[src/rtl/alu_pkg.sv]
// alu_pkg: flag bit indices, branch condition codes and the condition evaluator
package alu_pkg;
  localparam int FLAG_S = 3;
  localparam int FLAG_Z = 2;
  localparam int FLAG_C = 1;
  localparam int FLAG_V = 0;
  localparam logic [2:0] BR_AL = 3'b000;
  localparam logic [2:0] BR_EQ = 3'b001;
  localparam logic [2:0] BR_NE = 3'b010;
  localparam logic [2:0] BR_LT = 3'b011;
  localparam logic [2:0] BR_GE = 3'b100;
  localparam logic [2:0] BR_CS = 3'b101;
  localparam logic [2:0] BR_CC = 3'b110;
  localparam logic [2:0] BR_VS = 3'b111;
  function automatic logic cond_eval(input logic [2:0] cc, input logic [3:0] f);
    logic lt;
    logic [7:0] t;
    lt = f[FLAG_S] ^ f[FLAG_V];
    t  = {f[FLAG_V], ~f[FLAG_C], f[FLAG_C], ~lt, lt, ~f[FLAG_Z], f[FLAG_Z], 1'b1};
    return t[cc];
  endfunction
endpackage

[src/rtl/wb_skid_buffer.sv]
// wb_skid_buffer: generic 2-entry valid/ready buffer (main + skid register)
module wb_skid_buffer #(
  parameter int W = 8
) (
  input  logic         clk,
  input  logic         rst_n,
  input  logic         in_valid_i,
  output logic         in_ready_o,
  input  logic [W-1:0] in_data_i,
  output logic         out_valid_o,
  input  logic         out_ready_i,
  output logic [W-1:0] out_data_o
);
  logic         main_valid_q, main_valid_d, skid_valid_q, skid_valid_d;
  logic [W-1:0] main_q, main_d, skid_q, skid_d;
  logic         accept, emit, main_load;
  assign in_ready_o  = ~skid_valid_q;
  assign out_valid_o = main_valid_q;
  assign out_data_o  = main_q;
  assign accept      = in_valid_i & in_ready_o;
  assign emit        = main_valid_q & out_ready_i;
  // next state: main refills from skid when it drains, otherwise from the input
  always_comb begin
    main_load    = main_valid_q ? (emit & (skid_valid_q | accept)) : accept;
    main_valid_d = skid_valid_q | accept | (main_valid_q & ~emit);
    skid_valid_d = skid_valid_q ? ~emit : (main_valid_q & accept & ~emit);
    main_d       = main_load ? (skid_valid_q ? skid_q : in_data_i) : main_q;
    skid_d       = (~skid_valid_q & main_valid_q & accept & ~emit) ? in_data_i : skid_q;
  end
  // buffer registers, cleared asynchronously so reset drops any buffered beat
  always_ff @(posedge clk or negedge rst_n) begin
    if (!rst_n) begin
      main_valid_q <= 1'b0;
      skid_valid_q <= 1'b0;
      main_q       <= '0;
      skid_q       <= '0;
    end else begin
      main_valid_q <= main_valid_d;
      skid_valid_q <= skid_valid_d;
      main_q       <= main_d;
      skid_q       <= skid_d;
    end
  end
endmodule

[src/rtl/alu_writeback_stage.sv]
// alu_writeback_stage: ALU result capture, flag commit, branch resolve, skid-buffered writeback (option: WB_STAGE_PERF_CNT_EN)
module alu_writeback_stage
  import alu_pkg::*;
#(
  parameter int DW = 16,
  parameter int AW = 3
`ifdef WB_STAGE_PERF_CNT_EN
  ,
  parameter int CNT_W = 16
`endif
) (
  input  logic             CLK,
  input  logic             RST_N,
  input  logic             IN_VALID,
  output logic             IN_READY,
  input  logic [DW-1:0]    ALU_OUT,
  input  logic [3:0]       FLAG_OUT,
  input  logic             FLAG_WE,
  input  logic [AW-1:0]    RD_ADDR,
  input  logic             RD_WE,
  input  logic             BR_EN,
  input  logic [2:0]       BR_COND,
  output logic             WB_VALID,
  input  logic             WB_READY,
  output logic [DW-1:0]    WB_DATA,
  output logic [AW-1:0]    WB_ADDR,
  output logic             WB_WE,
  output logic             BR_TAKEN,
`ifdef WB_STAGE_PERF_CNT_EN
  output logic [CNT_W-1:0] PERF_OPS,
  output logic [CNT_W-1:0] PERF_BR,
`endif
  output logic [3:0]       FLAGS
);
  localparam int PW = DW + AW + 2;
  logic [3:0]    flags_q, flags_d;
  logic          accept, br_taken;
  logic [PW-1:0] out_payload;
  assign accept   = IN_VALID & IN_READY;
  assign br_taken = BR_EN & cond_eval(BR_COND, flags_q);
  assign FLAGS    = flags_q;
  assign {WB_DATA, WB_ADDR, WB_WE, BR_TAKEN} = out_payload;
  wb_skid_buffer #(.W(PW)) u_skid (
    .clk         (CLK),
    .rst_n       (RST_N),
    .in_valid_i  (IN_VALID),
    .in_ready_o  (IN_READY),
    .in_data_i   ({ALU_OUT, RD_ADDR, RD_WE, br_taken}),
    .out_valid_o (WB_VALID),
    .out_ready_i (WB_READY),
    .out_data_o  (out_payload)
  );
  // flags commit at accept; the branch above sees the pre-update value
  always_comb flags_d = (accept & FLAG_WE) ? FLAG_OUT : flags_q;
  // architectural flag register
  always_ff @(posedge CLK or negedge RST_N) begin
    if (!RST_N) flags_q <= 4'b0000;
    else        flags_q <= flags_d;
  end
`ifdef WB_STAGE_PERF_CNT_EN
  logic [CNT_W-1:0] perf_ops_q, perf_ops_d, perf_br_q, perf_br_d;
  assign PERF_OPS = perf_ops_q;
  assign PERF_BR  = perf_br_q;
  // counters wrap naturally at all-ones
  always_comb begin
    perf_ops_d = accept ? perf_ops_q + 1'b1 : perf_ops_q;
    perf_br_d  = (accept & br_taken) ? perf_br_q + 1'b1 : perf_br_q;
  end
  // accepted-op and taken-branch counters
  always_ff @(posedge CLK or negedge RST_N) begin
    if (!RST_N) begin
      perf_ops_q <= '0;
      perf_br_q  <= '0;
    end else begin
      perf_ops_q <= perf_ops_d;
      perf_br_q  <= perf_br_d;
    end
  end
`endif
endmodule

[config.mk]
export PLATFORM = sky130hd
export DESIGN_NAME = alu_writeback_stage
export DESIGN_NICKNAME = d
export VERILOG_FILES = /design/src/rtl/alu_pkg.sv /design/src/rtl/wb_skid_buffer.sv /design/src/rtl/alu_writeback_stage.sv
export SDC_FILE = /design/constraint.sdc
export NUM_CORES = 1
export LEC_CHECK = 0
export CAP_MARGIN = 20
export CORE_UTILIZATION = 37
export CTS_BUF_LIST = sky130_fd_sc_hd__clkbuf_8 sky130_fd_sc_hd__clkbuf_16
export DETAILED_ROUTE_END_ITERATION = 12
export GPL_ROUTABILITY_DRIVEN = 0
export GPL_TIMING_DRIVEN = 1
export PLACE_DENSITY = 0.75
export SLEW_MARGIN = 20
export SYNTH_ARGS = -nofsm -noshare
export SYNTH_HDL_FRONTEND = slang
export SYNTH_SLANG_ARGS = --single-unit
export TNS_END_PERCENT = 50
[constraint.sdc]
create_clock -name CLK -period 1.6 [get_ports CLK]
set_clock_uncertainty 0.15 [all_clocks]
set_input_delay 0.16 -clock CLK [delete_from_list [all_inputs] [get_ports CLK]]
set_output_delay 0.16 -clock CLK [all_outputs]
set_load 0.02 [all_outputs]
Word level (Yosys, flattened, before mapping). Index checks and enable logic that the tools add are counted.

Output and inout port bits: 27. Flip-flop bits (word level): 48.

Magnitude comparators: 1. Bitwise operators: 19. Mux-type cells: 5.

Operators with widths (number): 21-bit 2-to-1 mux (1); 1-bit AND (11); 1-bit inverter (5); 3-bit by 4-bit < comparator with 1-bit output (second input constant) (1); 1-bit binary-select mux with 3-bit select (1); 1-bit 2-to-1 mux (3); 1-bit OR (2); 1-bit XOR (1).

Longest topological paths before layout. Gate-level depths: netlist of the first run.

Depth after elaboration: 6. Depth in mapped cells: 6.

Cells and area by module. From an unflattened synthesis of the first run, not the netlist that was laid out.

Cell total of the unflattened synthesis: 141. Area total of the unflattened synthesis: 2273.4 um^2.

By module, submodules not included: wb_skid_buffer (area each 2055.7 um^2, cells each 123, instances 1); alu_writeback_stage (area each 217.7 um^2, cells each 18, instances 1).

Least setup slack after synthesis of the first run. OpenSTA, ideal clock, no wires.

Kind: reg-to-reg. Start: register u_skid.main_valid_q, in the netlist u_skid.out_valid_o. End: register u_skid.skid_q[10]. Stages on the path, launching flop included: 5. Setup time: 0.125 ns. Setup slack: 0.013 ns. Arrival: 1.312 ns. Buffers on the path: 1. Cell sequence: dfrtp_1 nand2b_4 nor2b_4 buf_8 mux2_2.

Word-level cells in the longest chain between the ends: 3. Elaborated cells between the ends (all ways): 5. Classes of those cells: bitwise: 5.

RTL lines: start, declared (line wb_skid_buffer.sv:14) `logic main_valid_q, main_valid_d, skid_valid_q, skid_valid_d;`; start signal, assigned (line wb_skid_buffer.sv:38) `main_valid_q <= main_valid_d;`; 1-bit AND (on tied branches) (line wb_skid_buffer.sv:28, wb_skid_buffer.sv:21); 1-bit AND / 1-bit inverter (equally long branches) (line wb_skid_buffer.sv:28) `skid_d = (~skid_valid_q & main_valid_q & accept & ~emit) ? in_data_i : skid_q;`; 1-bit AND * (line wb_skid_buffer.sv:28); end signal, assigned (line wb_skid_buffer.sv:41) `skid_q <= skid_d;`; end, declared (line wb_skid_buffer.sv:15) `logic [W-1:0] main_q, main_d, skid_q, skid_d;`.

Mark *: on every way between the ends. The rest lies on a longest branch, timed or not. A chain may end at the register's enable or synchronous reset.

Final worst setup path of the first run.
Start: register u_skid.main_q[9], in the netlist u_skid.out_data_o[9]. End: output port WB_DATA[4].

RTL lines: start, declared (line wb_skid_buffer.sv:15); start signal, assigned (line wb_skid_buffer.sv:40) `main_q <= main_d;`; end, declared (line alu_writeback_stage.sv:25) `output logic [DW-1:0] WB_DATA,`.

No word-level cell between the ends.

==> results of run 1 <==
[worst paths after layout]
kind | start | end | slack [ps] | cells after the start
worst max-delay path | u_skid.out_data_o[9]$_DFFE_PN0P_ | WB_DATA[4] | 40 | 1
worst min-delay path | RST_N | u_skid.out_data_o[13]$_DFFE_PN0P_ | 210 | 3
worst max register to register | u_skid.skid_valid_q$_DFF_PN0_ | u_skid.skid_q[7]$_DFFE_PN0P_ | 60 | 4
worst min register to register | u_skid.out_data_o[10]$_DFFE_PN0P_ | u_skid.out_data_o[10]$_DFFE_PN0P_ | 330 | 2
max in group asynchronous | RST_N | u_skid.out_data_o[6]$_DFFE_PN0P_ | 860 | 3
min in group CLK | BR_EN | u_skid.skid_q[0]$_DFFE_PN0P_ | 310 | 3
[cell families after synthesis]
group	synth area share, %
compound gates	8.421
xor+xnor	0.4038
buf+inv	4.037
flops	55.36
mux	24.45
simple gates	7.324
[metrics by stage]
stage	instances	hold WS [ps]	area [um^2]	TNS, ps
after floorplan	170	-285.6	2170	0
after global placement	301	15.45	2887	-4696
after detailed placement	301	20.89	2887	-5490
after CTS	310	224.7	2975	0
after global routing	312	250.7	3032	0
final	312	207.2	3032	0
[per-layer routing]
metal	wire length, um	GRT usage [%]
met1	1977	20.13
met2	1968	22.96
met3	219	3.140
met4	68	6.667
met5	0	0
[registers in the layout (all words and copies together), names as in the netlist]
signal               cells
u_skid.out_data_o       21
FLAGS                    4
u_skid.skid_valid_q      1
u_skid.out_valid_o       1
u_skid.skid_q           21
[placed cells by master, fill, tap and decap left out, types with 2 or more instances in the layout]
master,n
sky130_fd_sc_hd__dfrtp_1,47
sky130_fd_sc_hd__clkdlybuf4s50_1,33
sky130_fd_sc_hd__mux2i_1,23
sky130_fd_sc_hd__nand2_1,22
sky130_fd_sc_hd__o21ai_0,18
sky130_fd_sc_hd__mux2_2,16
sky130_fd_sc_hd__dlymetal6s2s_1,16
sky130_fd_sc_hd__dlygate4sd2_1,9
sky130_fd_sc_hd__mux2_4,8
sky130_fd_sc_hd__buf_4,7
sky130_fd_sc_hd__clkbuf_8,6
sky130_fd_sc_hd__inv_1,5
sky130_fd_sc_hd__buf_12,4
sky130_fd_sc_hd__o21ai_1,3
sky130_fd_sc_hd__a21oi_1,2
sky130_fd_sc_hd__nor2b_4,2
[power by group through the flow]
stage,Clock [mW],Sequential (mW),Combinational (mW)
2_1_floorplan,0,1.93,0.536
3_3_place_gp,0,1.74,1.29
3_5_place_dp,0,1.76,1.33
4_1_cts,0.751,1.73,1.30
5_1_grt,0.811,1.77,1.37
6_report,0.732,1.72,1.26
[layout make-up]
class | instances | area [um^2] | share of cell area [%]
Inverter | 3 | 11.26 | 0.3714
Timing Repair Buffer | 71 | 757.0 | 24.97
Clock inverter | 2 | 7.507 | 0.2476
Clock buffer | 6 | 82.58 | 2.724
Sequential cell | 48 | 1202 | 39.66
Tap cell | 72 | 90.09 | 2.972
Multi-Input combinational cell | 110 | 880.8 | 29.05
[repair_timing]
action	CTS	global route
buffers inserted	0	2
hold buffers	1	0
setup endpoints to repair	9	30
resized for setup	9	18
endpoints found under the hold margin	48	0
cloned	0	0
==> summary by stage, run 1 <==
Synth
The most frequent cell after synthesis is sky130_fd_sc_hd__dfrtp_1. The async set-or-reset flop fraction in the synthesized netlist is 100.0%. Synthesis produced a netlist with a net count of 203. The cell area that synthesis handed to floorplanning was 2170 um^2. The count of cell types in the netlist is 30. Each instance of the synthesized netlist takes up on average 12.76 um^2. The most used flip-flop cell after synthesis is sky130_fd_sc_hd__dfrtp_1. After synthesis, the most frequently instantiated cells are sky130_fd_sc_hd__dfrtp_1, sky130_fd_sc_hd__mux2i_1, sky130_fd_sc_hd__nand2_1. The cell taking the most area after synthesis is sky130_fd_sc_hd__dfrtp_1. The total of warnings raised by yosys is 0.

Of the post-synthesis cell area, the dominant cell type holds 55.36%. The number of storage elements in the synthesis netlist is 48. For this run, the register share of the synthesized area comes to 55.36%. The number of standard cells after synthesis is 170.

The synthesized design contains 0 enable-type register cells. Sorting the synthesized cells by area gives the leading types as sky130_fd_sc_hd__dfrtp_1, sky130_fd_sc_hd__mux2i_1, sky130_fd_sc_hd__mux2_2.

Flow run
Across the run, the number of max-cap violations was 0.

Clocking
Counting every sink on the clock net gives 48. For the worst-skew pair, the clock arrives at the later sink with an insertion delay of 300 ps. TritonCTS built the clock tree. The clock passes through at most 2 buffers. After clock tree synthesis, the clock-pin slew on the worst setup and hold paths is 80 ps. The cell sitting at the root of the clock tree is a sky130_fd_sc_hd__clkbuf_8.

TritonCTS created 5 clock buffers. The clock tree synthesis step divided the H-tree into 2 levels.

Floorplanning
From bottom edge to top edge, the die measures 78.58 um. 60 I/O pins were placed. The area of the die is 6174 um^2. The floorplan has 27 rows. Once the floorplan was initialized, standard cells occupied 38.92% of the core. The die boundary width is 78.58 um. The area of the core region is 5574 um^2.

Detailed routing
Summed over all layers, the routed wires come to 4233 um. For this block, the via count after detailed routing is 1490. The count of routing violations after the opening detailed-route iteration is 67. The count of nets left with antenna violations once routing finished came out at 0. The per-cell via count in the routed design is 4.776. Dividing the detail-routed wire length by the instance count gives 13.57 um. The pre-antenna-repair detailed-routing pass consisted of 3 iterations. After detailed routing, the number of remaining DRC violations is 0.

Power and ir drop
The analysis attributes to net switching a power of 1.167 mW. The overall power of the completed layout is 3.720 mW. In this run, the clock network consumes 19.7% of the power. The net switching share of the total power is 31.37%. The power density over the cells is 1227 nW/um^2. The internal portion of the total power is 2.553 mW.

The sequential group share of total power is 46.3%. The maximum vdd ir drop is 0.6890 mV. Combinational logic burns 34.0% of the power. The leakage power summed over all cells is 1.521 nW.

Critical path
For this run, the slowest stage of the critical path takes 600 ps. The required time reported for the critical path endpoint is 1290 ps. The critical path is of the flip-flop to output port type. The largest individual stage delay along the critical path comes from the cell sky130_fd_sc_hd__clkdlybuf4s50_1. The cell class contributing the biggest share of worst-path delay is buffers and inverters. The endpoint type of the worst setup path is an output port.

Data arrives at the worst endpoint at 1250 ps. Along the worst path, the maximum fanout reaches 2. Traced cell by cell, the critical path runs through clkdlybuf4s50_1. The number of buffers and inverters on the critical path is 1. STA classifies the critical path startpoint as a flip-flop.

Status
The flow ran to the end, and the final reports show no timing, DRC or antenna violations.

STA
The number of pins exceeding their max-slew limit in the final report is 0. The worst-case setup margin in the final layout is 35.21 ps. Setup repair after global routing left no endpoint under its margin. The final count of hold timing violations is 0. The worst path needs 1565 ps of the cycle, external delays included. For the pin with the worst max-slew slack, the measured transition is 326.9 ps. Setup violations remaining at the end of the flow were counted as 0. After layout, the worst path uses 97.80% of the clock period. Measured against its own limit, the worst slew margin works out to 77.86%. The highest achievable clock rate is 0.6391 GHz.

Placement
The placement-stage worst setup slack is -202.4 ps. After legalization and detailed placement, the total HPWL measured 2960 um. The port buffer count is 59.

GRT
The first-pass GRT wire length is 7107 um. The via count of the first global-routing pass is 1479. For this run, the total global-route usage over all layers was measured as 14.93%. The initial antenna violation count was 0. Entering global routing, the biggest net connects 49 pins. The total overflow reported by the global router is 0.

Hold path
In this run the worst hold path is classified as input pin to async pin.

Layout
Counting the fill cells in the layout gives 500. Cells with a size suffix above 1 make up 20.42% of the layout. From synthesis to final layout, the design area changed by 39.73%.

The final core area utilization is 54.39%. The number of nets in the layout is 272. The count of inserted antenna diode cells is 0.
Power figures use the tool's default switching activity.
==> run 2, diff against run 1 <==
- CORE_MARGIN: not set -> 1
==> results of run 2 <==
The final DEF is identical to that of run 1; final timing and power are the same.
==> run 3, diff against run 2 <==
- CORE_MARGIN: 1 -> 2
- HOLD_SLACK_MARGIN: not set -> 0.1
==> run 3 against run 2 <==
Via count about the same. Critical path depth unchanged. Wire length decreased by 1.9%. Count of clock-buffer cells in the layout rose by 1. Utilization did not move. Non-clock buffer count shrank 1. Global-route usage shrank 0.68 points. Register-to-register slack hardly changed. Highest routed layer unchanged.
==> summary by stage, run 3 (synthesized netlist as in run 1, its figures left out) <==
Layout
The number of nets in the layout is 271 (-0.37%). The most common cell after layout, fill and taps aside is sky130_fd_sc_hd__dfrtp_1. The final cell count without fillers is 310 (-0.64%).

The area of all sequential standard cells is 1202 um^2 (unchanged). The area of the multi-input gates is 880.8 um^2 (unchanged). The finished layout cell area was 3032 um^2 (unchanged). The total of fill cells in the finished design is 487 (-2.6%).

The ratio of cells with drive above 1 in the final layout came to 20.59% (+0.17 points). The area growth from synthesis to layout is 39.73% (unchanged). The count of inserted antenna diode cells is 0 (unchanged). In the layout the commonest cells are sky130_fd_sc_hd__dfrtp_1, sky130_fd_sc_hd__clkdlybuf4s50_1, sky130_fd_sc_hd__mux2i_1, sky130_fd_sc_hd__nand2_1, sky130_fd_sc_hd__dlymetal6s2s_1.

GRT
The first-pass GRT wire length was 7127 um (+0.28%). The via count of the first global-routing pass is 1519 (+2.7%). The global routing usage on met1 came to 18.40% (-1.7 points). The met3 track demand over resource in global routing was 3.371% (+0.23 points). The total overflow reported by the global router is 0 (unchanged). The initial antenna violation count was 0 (unchanged).

The maximum number of pins on one net before global-route repair is 49 (unchanged). The global routing stage identified its most utilized layer as met2. The met2 demand-to-capacity share in global routing is 23.33% (+0.38 points). The aggregate global-route resource usage was 14.25% (-0.68 points).

Detailed routing
The iteration count of the initial detailed-routing pass is 3 (unchanged). The count of routing violations after the opening detailed-route iteration was 16 (-76%). The per-cell via count in the routed design is 4.810 (+0.71%). The final routed wire length divided by cell count is 13.40 um (-1.3%). The DRC violation count after routing is 0 (unchanged).

The number of vias after detailed routing was 1491 (+0.067%). The antenna violation net count after detailed routing came to 0 (unchanged). The final wirelength is 4153 um (-1.9%).

STA
The final period utilization was 96.78% (-1.0 points). The number of setup violations in the final report is 0 (unchanged). The number of pins exceeding their max-slew limit in the final report is 0 (unchanged).

The final critical-path required period is 1549 ps (-16.28 ps). The worst hold slack after final layout is 221.0 ps (+13.87 ps). The final count of hold timing violations was 0 (unchanged). The highest achievable clock rate is 0.6458 GHz (+1.1%). The worst-case setup margin in the final layout is 51.48 ps (+16.28 ps). The actual transition at the worst max-transition pin is 332.3 ps (+5.379 ps). The tightest slew margin relative to the limit is 77.50% (-0.36 points). Setup repair after global routing left no endpoint under its margin.

Critical path
Among all stages on the critical path, the largest delay is contributed by sky130_fd_sc_hd__clkdlybuf4s50_1. The largest fanout of any net on the critical path came to 2 (unchanged). The worst setup path is launched from a flip-flop. The longest individual stage delay on the worst path is 600 ps (about the same). The required time reported for the critical path endpoint is 1290 ps (about the same). The worst reg-to-reg setup slack is 60 ps (about the same). The endpoint type of the worst setup path is an output port. In this run the worst setup path begins at u_skid.out_data_o[17]$_DFFE_PN0P_. In this design, the largest share of critical-path delay is due to buffers and inverters. The worst setup path is of the flip-flop to output port kind. The launch point of the worst reg-to-reg path is u_skid.skid_valid_q$_DFF_PN0_. The arrival time of data at the critical path endpoint came to 1240 ps (about the same). The worst path buffer plus inverter count is 1 (unchanged).

The signal on the critical path passes through clkdlybuf4s50_1.

Status
The run finished with clean final reports.

Floorplanning
The area of the core region was 5574 um^2 (unchanged). The height of the die is 80.58 um (+2.5%). The die boundary width is 80.58 um (+2.5%).

The number of primary I/O pins is 60 (unchanged). The number of core rows is 27 (unchanged). The area of the die is 6492 um^2 (+5.2%). The initial core utilization is 38.92% (unchanged).

Placement
The placement-stage worst setup slack is -214.5 ps (-12.07 ps). The area after detailed placement is 2882 um^2 (-0.17%). The detailed placer's ending HPWL is 2963 um (+0.11%). The port buffer count is 59 (unchanged).

The number of placed cells counting well taps is 302 (+0.33%).

Power and ir drop
The power density over the cells was 1233 nW/um^2 (+0.49%). The maximum vdd ir drop is 0.5145 mV (-25%). The leakage power summed over all cells was 1.549 nW (+1.9%).

Clocking
The clock tree from TritonCTS is done. The number of H-tree levels was 2 (unchanged). The clock latency on the worst-skew pair is 290 ps (about the same).

The largest buffer count on any clock path came to 2 (unchanged). The tree is rooted in a sky130_fd_sc_hd__clkbuf_8. The total CTS buffers is 5 (unchanged). The clock sink total is 48 (unchanged).

The register clock-pin slew on the reported worst setup and hold paths is 80 ps (about the same).

Hold path
The worst hold path belongs to the class input pin to async pin.

Flow run
The max-capacitance violation count is 0 (unchanged).
==> run 3: cell types whose count changed in the layout (fill, tap and decap cells not counted), sizes merged <==
cell           change
dlymetal6s2s       +4
dlygate4sd2        -3
inv                -2
buf                -1
clkbuf             +1
clkdlybuf4s50      -1
==> run 3: final timing paths <==
| path | end | depth (start not counted) |
|---|---|---|
| worst max-delay path | WB_DATA[12] | 1 |
| worst min-delay path | u_skid.out_data_o[13]$_DFFE_PN0P_ | 3 |
| worst max register to register | u_skid.skid_q[12]$_DFFE_PN0P_ | 4 |
| worst min register to register | u_skid.out_data_o[13]$_DFFE_PN0P_ | 2 |
| max in group asynchronous | u_skid.out_data_o[0]$_DFFE_PN0P_ | 3 |
| min in group CLK | u_skid.out_data_o[13]$_DFFE_PN0P_ | 2 |
==> run 3: per-stage QoR <==
step                      utilization [%]  total power [mW]  TNS [ps]
after floorplan                         -             2.469         0
after detailed placement            51.69             3.077     -5193
after global routing                54.39             3.979         0
after global placement              51.69             3.034     -3629
after CTS                           53.47             3.824         0
final                               54.39             3.738         0
==> run 3: report_power, final <==
group          total [mW]  internal (mW)  switching (mW)
sequential           1.72           1.54           0.184
clock               0.759          0.385           0.374
combinational        1.26          0.676           0.582
==> run 3: metal layers <==
metal,wire length [um],up-vias
met4,58,0
li1,-,728
met2,2004,41
met5,0,-
met3,230,7
met1,1858,715
==> run 3: timing repair <==
action	4_1_cts	5_1_grt
endpoints found under the hold margin	48	0
buffers inserted	0	0
setup endpoints to repair	6	34
hold buffers	1	0
pin swaps	0	0
gates resized for setup	6	22
==> run 3: cell type report <==
type / instances / share of cell area [%]
multi-input cells: 110 / 29.05
inverters: 3 / 0.3714
clock buffers: 7 / 3.178
well taps: 72 / 2.972
flip-flops and latches: 48 / 39.66
repair buffers: 70 / 24.76
